==> config.mk <==
export PLATFORM = sky130hd
export DESIGN_NAME = pc_next_unit
export DESIGN_NICKNAME = d
export VERILOG_FILES = /design/src/rtl/pc_pkg.sv /design/src/rtl/redirect_arb.sv /design/src/rtl/pc_next_unit.sv
export SDC_FILE = /design/constraint.sdc
export NUM_CORES = 1
export LEC_CHECK = 0
export BUFFER_PORTS_ARGS = -buffer_cell sky130_fd_sc_hd__buf_4
export CAP_MARGIN = 10
export CORE_MARGIN = 5
export CORE_UTILIZATION = 50
export CTS_BUF_LIST = sky130_fd_sc_hd__clkbuf_16
export DETAILED_ROUTE_END_ITERATION = 10
export PLACE_DENSITY = 0.8
export SLEW_MARGIN = 20
export SYNTH_ARGS = -nofsm -noshare
export SYNTH_HDL_FRONTEND = slang
export SYNTH_SLANG_ARGS = --single-unit
==> constraint.sdc <==
create_clock -name clk -period 3.2 [get_ports clk]
set_input_delay 0.16 -clock clk [delete_from_list [all_inputs] [get_ports clk]]
set_output_delay 0.16 -clock clk [all_outputs]
set_load 0.1 [all_outputs]
==> src/rtl/pc_pkg.sv <==
// pc_pkg: shared FSM/redirect-class types and address alignment helper for the fetch PC unit
package pc_pkg;
  typedef enum logic {IDLE, PENDING} state_t;
  typedef enum logic [1:0] {NONE = 2'd0, JMP = 2'd1, BR = 2'd2, EXC = 2'd3} rclass_t;
  function automatic logic [63:0] align_addr(input logic [63:0] addr, input int unsigned incr);
    return addr & ~(64'(incr) - 64'd1);
  endfunction
endpackage

==> src/rtl/redirect_arb.sv <==
// redirect_arb: fixed-priority (exc > br > jmp) pick of redirect target/class; ports exc_req, br_taken/br_target, jmp_req/jmp_target -> target, cls
module redirect_arb import pc_pkg::*; #(
  parameter int WIDTH = 32,
  parameter int INCR = 4,
  parameter logic [WIDTH-1:0] EXC_VECTOR = 'h80
) (
  input  logic             exc_req,
  input  logic             br_taken,
  input  logic [WIDTH-1:0] br_target,
  input  logic             jmp_req,
  input  logic [WIDTH-1:0] jmp_target,
  output logic [WIDTH-1:0] target,
  output rclass_t          cls
);
  logic [WIDTH-1:0] br_al, jmp_al;
  assign br_al  = WIDTH'(align_addr(64'(br_target), INCR));
  assign jmp_al = WIDTH'(align_addr(64'(jmp_target), INCR));
  always_comb begin
    cls    = exc_req ? EXC : br_taken ? BR : jmp_req ? JMP : NONE;
    target = exc_req ? EXC_VECTOR : br_taken ? br_al : jmp_req ? jmp_al : '0;
  end
endmodule

==> src/rtl/pc_next_unit.sv <==
// pc_next_unit: fetch PC register with prioritized exc/br/jmp redirect held across stall; ports clk, rst, stall, requests/targets -> pc, pc_seq, redirect, pend
module pc_next_unit import pc_pkg::*; #(
  parameter int WIDTH = 32,
  parameter int INCR = 4,
  parameter logic [WIDTH-1:0] RESET_PC = 'h0,
  parameter logic [WIDTH-1:0] EXC_VECTOR = 'h80
) (
  input  logic             clk,
  input  logic             rst,
  input  logic             stall,
  input  logic             exc_req,
  input  logic             br_taken,
  input  logic [WIDTH-1:0] br_target,
  input  logic             jmp_req,
  input  logic [WIDTH-1:0] jmp_target,
  output logic [WIDTH-1:0] pc,
  output logic [WIDTH-1:0] pc_seq,
  output logic             redirect,
  output logic             pend
);
  state_t           state, state_nxt;
  rclass_t          win_cls, held_cls, cur_cls;
  logic [WIDTH-1:0] win_tgt, held_tgt, cur_tgt;
  logic             take;
  redirect_arb #(.WIDTH(WIDTH), .INCR(INCR), .EXC_VECTOR(EXC_VECTOR)) u_arb (
    .exc_req(exc_req), .br_taken(br_taken), .br_target(br_target),
    .jmp_req(jmp_req), .jmp_target(jmp_target), .target(win_tgt), .cls(win_cls)
  );
  assign pc_seq = pc + WIDTH'(INCR);
  always_comb begin
    take      = win_cls != NONE && (state == IDLE || win_cls >= held_cls);
    cur_cls   = take ? win_cls : held_cls;
    cur_tgt   = take ? win_tgt : held_tgt;
    state_nxt = stall && cur_cls != NONE ? PENDING : IDLE;
  end
  always_ff @(posedge clk) begin
    if (rst) begin
      state    <= IDLE;
      pc       <= RESET_PC;
      redirect <= 1'b0;
      pend     <= 1'b0;
      held_tgt <= '0;
      held_cls <= NONE;
    end else begin
      state    <= state_nxt;
      pend     <= state_nxt == PENDING;
      redirect <= !stall && cur_cls != NONE;
      held_cls <= stall ? cur_cls : NONE;
      held_tgt <= stall ? cur_tgt : '0;
      if (!stall) pc <= cur_cls != NONE ? cur_tgt : pc_seq;
    end
  end
endmodule

==> impl_results.md <==
* Final setup viols at 0
* Max VDD drop at 349 uV
* Yosys top cell by area: dfxtp_1
* DIE HEIGHT at 98.2 um
* Avg Cell Area, Syn at 7.66 sq um
* CTS max path bufs at 2
* First-pass GRT wire length at 20.8 mm
* Post-synth top area share at 35.0%
* Crit Path Class: reg2out
* Clk root buf: clkbuf_16
* Hold WC Path Type: in2reg
* CP endpoint: pc_seq[31]
* RePlAce Congestion at 0.922
* Yosys warns at 0
* Post-route DRC at 0
* CP startpoint kind: flip-flop
* WL/cell at 17.5 um
* R2R Path End: pc[20]
* Congestion Overflow GR at 0
* CTS Buf Count at 9
* Slew @ Worst Pin at 0.790 ns
* Layout Cells excl Fill at 737
* RR Startpoint: held_cls[0]
* Post-DP HPWL at 9.27 mm
* Total of fill cells in the finished design at 596
* F_max at 0.346 GHz
* Fraction of the yosys area taken by sequential cells at 35.0%
* I/O Buffers at 131
* Leak at 2.39 nW
* Count leader, synth: nor2_1
* Die area at 9650 sq um
* Cells after DPL at 723
* Maxcap violations at 0
* Sw frac at 38.0%
* Vias after detailed routing at 4409
* Clock transition at path regs at 0.05 ns
* Die extent in x at 98.2 um
* Storage cell area at 1370 sq um
* Post-synthesis register bit count at 68
* Hold buffer count at cts at 0
* Final period util at 90.3%
* Standard-cell row count at 32
* Worst path required time at 3.04 ns
* Post-route ant nets at 0
* CTS resizes at 0
* Pwr/cell area at 475 nW/um^2
* Layout net count at 705
* Post-synth ARST share at 0%
* CP max FO at 9
* Area Growth Syn to Fin at 42.1%
* Max-slew violations at 0
* NetSw at 0.998 mW
* Clk_skew at 0.00706 ns
* Vias per cell at 5.98
* R2r setup slk at 0.84 ns
* Cells after Synth at 508
* Total core area at 7650 sq um
* Outcome: completed
* Minimum clock period at 2.89 ns
* Hold Slack at 0.179 ns
* DRT Pass-1 Iters at 5
* Post-synth EDFFs at 0
* Setup WS pre-CTS at 0.551 ns
* Iter 0 DRT Violations at 278
* Initial Utilization at 50.9%
* GRT Total Usage at 26.4%
* Diode count at 0
* Post-CTS Setup Bufs at 0
* Hold Crit Depth at 4
* Layout cells sized above 1 at 32.4%
* Final worst setup slack at 0.310 ns
* Max-slew headroom at 47.3%
* Final Hold Viols at 0
* Largest net degree at the start of global routing at 41
* Crit. End Element: primary output
* Initial antenna violation count at 0
* Internal power at 1.63 mW
* CTS tree: yes
* Crit path DAT at 2.73 ns
* Vias in the first global route at 4219
* Syn Nets at 581
* Comb pwr share at 31.5%
* Clock insertion delay at the later pin of the skew report at 0.33 ns
* Synth cell count leaders: nor2_1, dfxtp_1, a21oi_1
* Total negative slack at 0 ns
* Power share of the clock group at 32.4%
* Prevailing post-synth register cell: dfxtp_1
* Synth top area cells: dfxtp_1, nor2_1, a21oi_1
* Mapped Area at 3890 sq um
* Final WL at 12.9 mm
* R2R depth at 7
* Post-synthesis cell type count at 56
* Top Ports at 136
* CTS H-tree depth at 3
* CP startpoint: pc[6]
* Area occupied by multi-input gates at 2640 sq um
* Unrepaired setup endpoints after global routing: no
* Register share of total power at 36.1%
* # clock sinks at 68
-- per-layer routing --
| layer | wire length (um) | track usage (%) |
|---|---|---|
| met1 | 5240 | 34.0 |
| met5 | 0 | 0 |
| met3 | 960 | 4.64 |
| met4 | 242 | 10.2 |
| met2 | 6440 | 44.2 |
-- sequential cells by signal, summed over array words and instances, names as in the netlist --
name / cells
held_tgt: 32
redirect: 1
held_cls: 2
pc: 32
state: 1
-- cell usage in the layout (no fill, tap or decap), types with 8 or more instances in the layout --
| master | n |
|---|---|
| nor3_1 | 12 |
| xnor2_4 | 9 |
| clkbuf_16 | 9 |
| o21ai_0 | 17 |
| xnor2_2 | 8 |
| nor2_1 | 92 |
| nand3_1 | 12 |
| a21oi_1 | 63 |
| inv_1 | 13 |
| dfxtp_1 | 61 |
| o221ai_1 | 8 |
| nand2_1 | 45 |
| buf_4 | 145 |
| a22oi_1 | 28 |
-- layout make-up --
type	count	share of cell area (%)
multi-input cells	394	47.8
flip-flops and latches	68	24.8
repair buffers	145	19.7
clock buffers	9	4.07
well taps	102	2.31
inverters	14	0.951
clock inverters	5	0.407
-- worst max-delay path: stages, from the launching register on --
cell and delay (ns):
dfxtp_1 0.47, nand3_2 0.19, nor4_4 0.66, nand3_2 0.25
nor2_1 0.38, xor2_4 0.16, buf_4 0.30
-- how the worst min path moves through the flow --
stage	slack [ns]	end	start
6_report	0.18	held_cls[1]	jmp_req
5_1_grt	0.22	state	jmp_req
4_1_cts	0.17	held_cls[1]	jmp_req
3_5_place_dp	0.45	held_tgt[10]	held_tgt[10]
3_3_place_gp	0.44	held_tgt[29]	held_tgt[29]
2_1_floorplan	0.36	held_cls[1]	jmp_req
-- power groups by stage --
stage	Sequential [mW]	Combinational, mW	Clock (mW)
after floorplan	1.14	0.429	0
after CTS	0.948	0.824	0.854
after global routing	0.955	0.870	0.890
final	0.949	0.826	0.851
after detailed placement	0.966	0.822	0
after global placement	0.963	0.814	0
-- kinds of logic after synthesis --
family	Yosys count	share of synthesized area, %
xor+xnor	28	6.50
flops	68	35.0
fa+ha+maj	3	0.965
compound gates	164	28.2
buf+inv	46	4.82
simple gates	199	24.6
-- metrics by stage --
step / area, sq um / power (mW) / util, %
3_3_place_gp: 5280 / 1.78 / 69.0
2_1_floorplan: 4190 / 1.57 / -
5_1_grt: 5530 / 2.71 / 72.3
4_1_cts: 5530 / 2.63 / 72.3
6_report: 5530 / 2.63 / 72.3
3_5_place_dp: 5280 / 1.79 / 69.0
(Power assumes the default switching activity.)
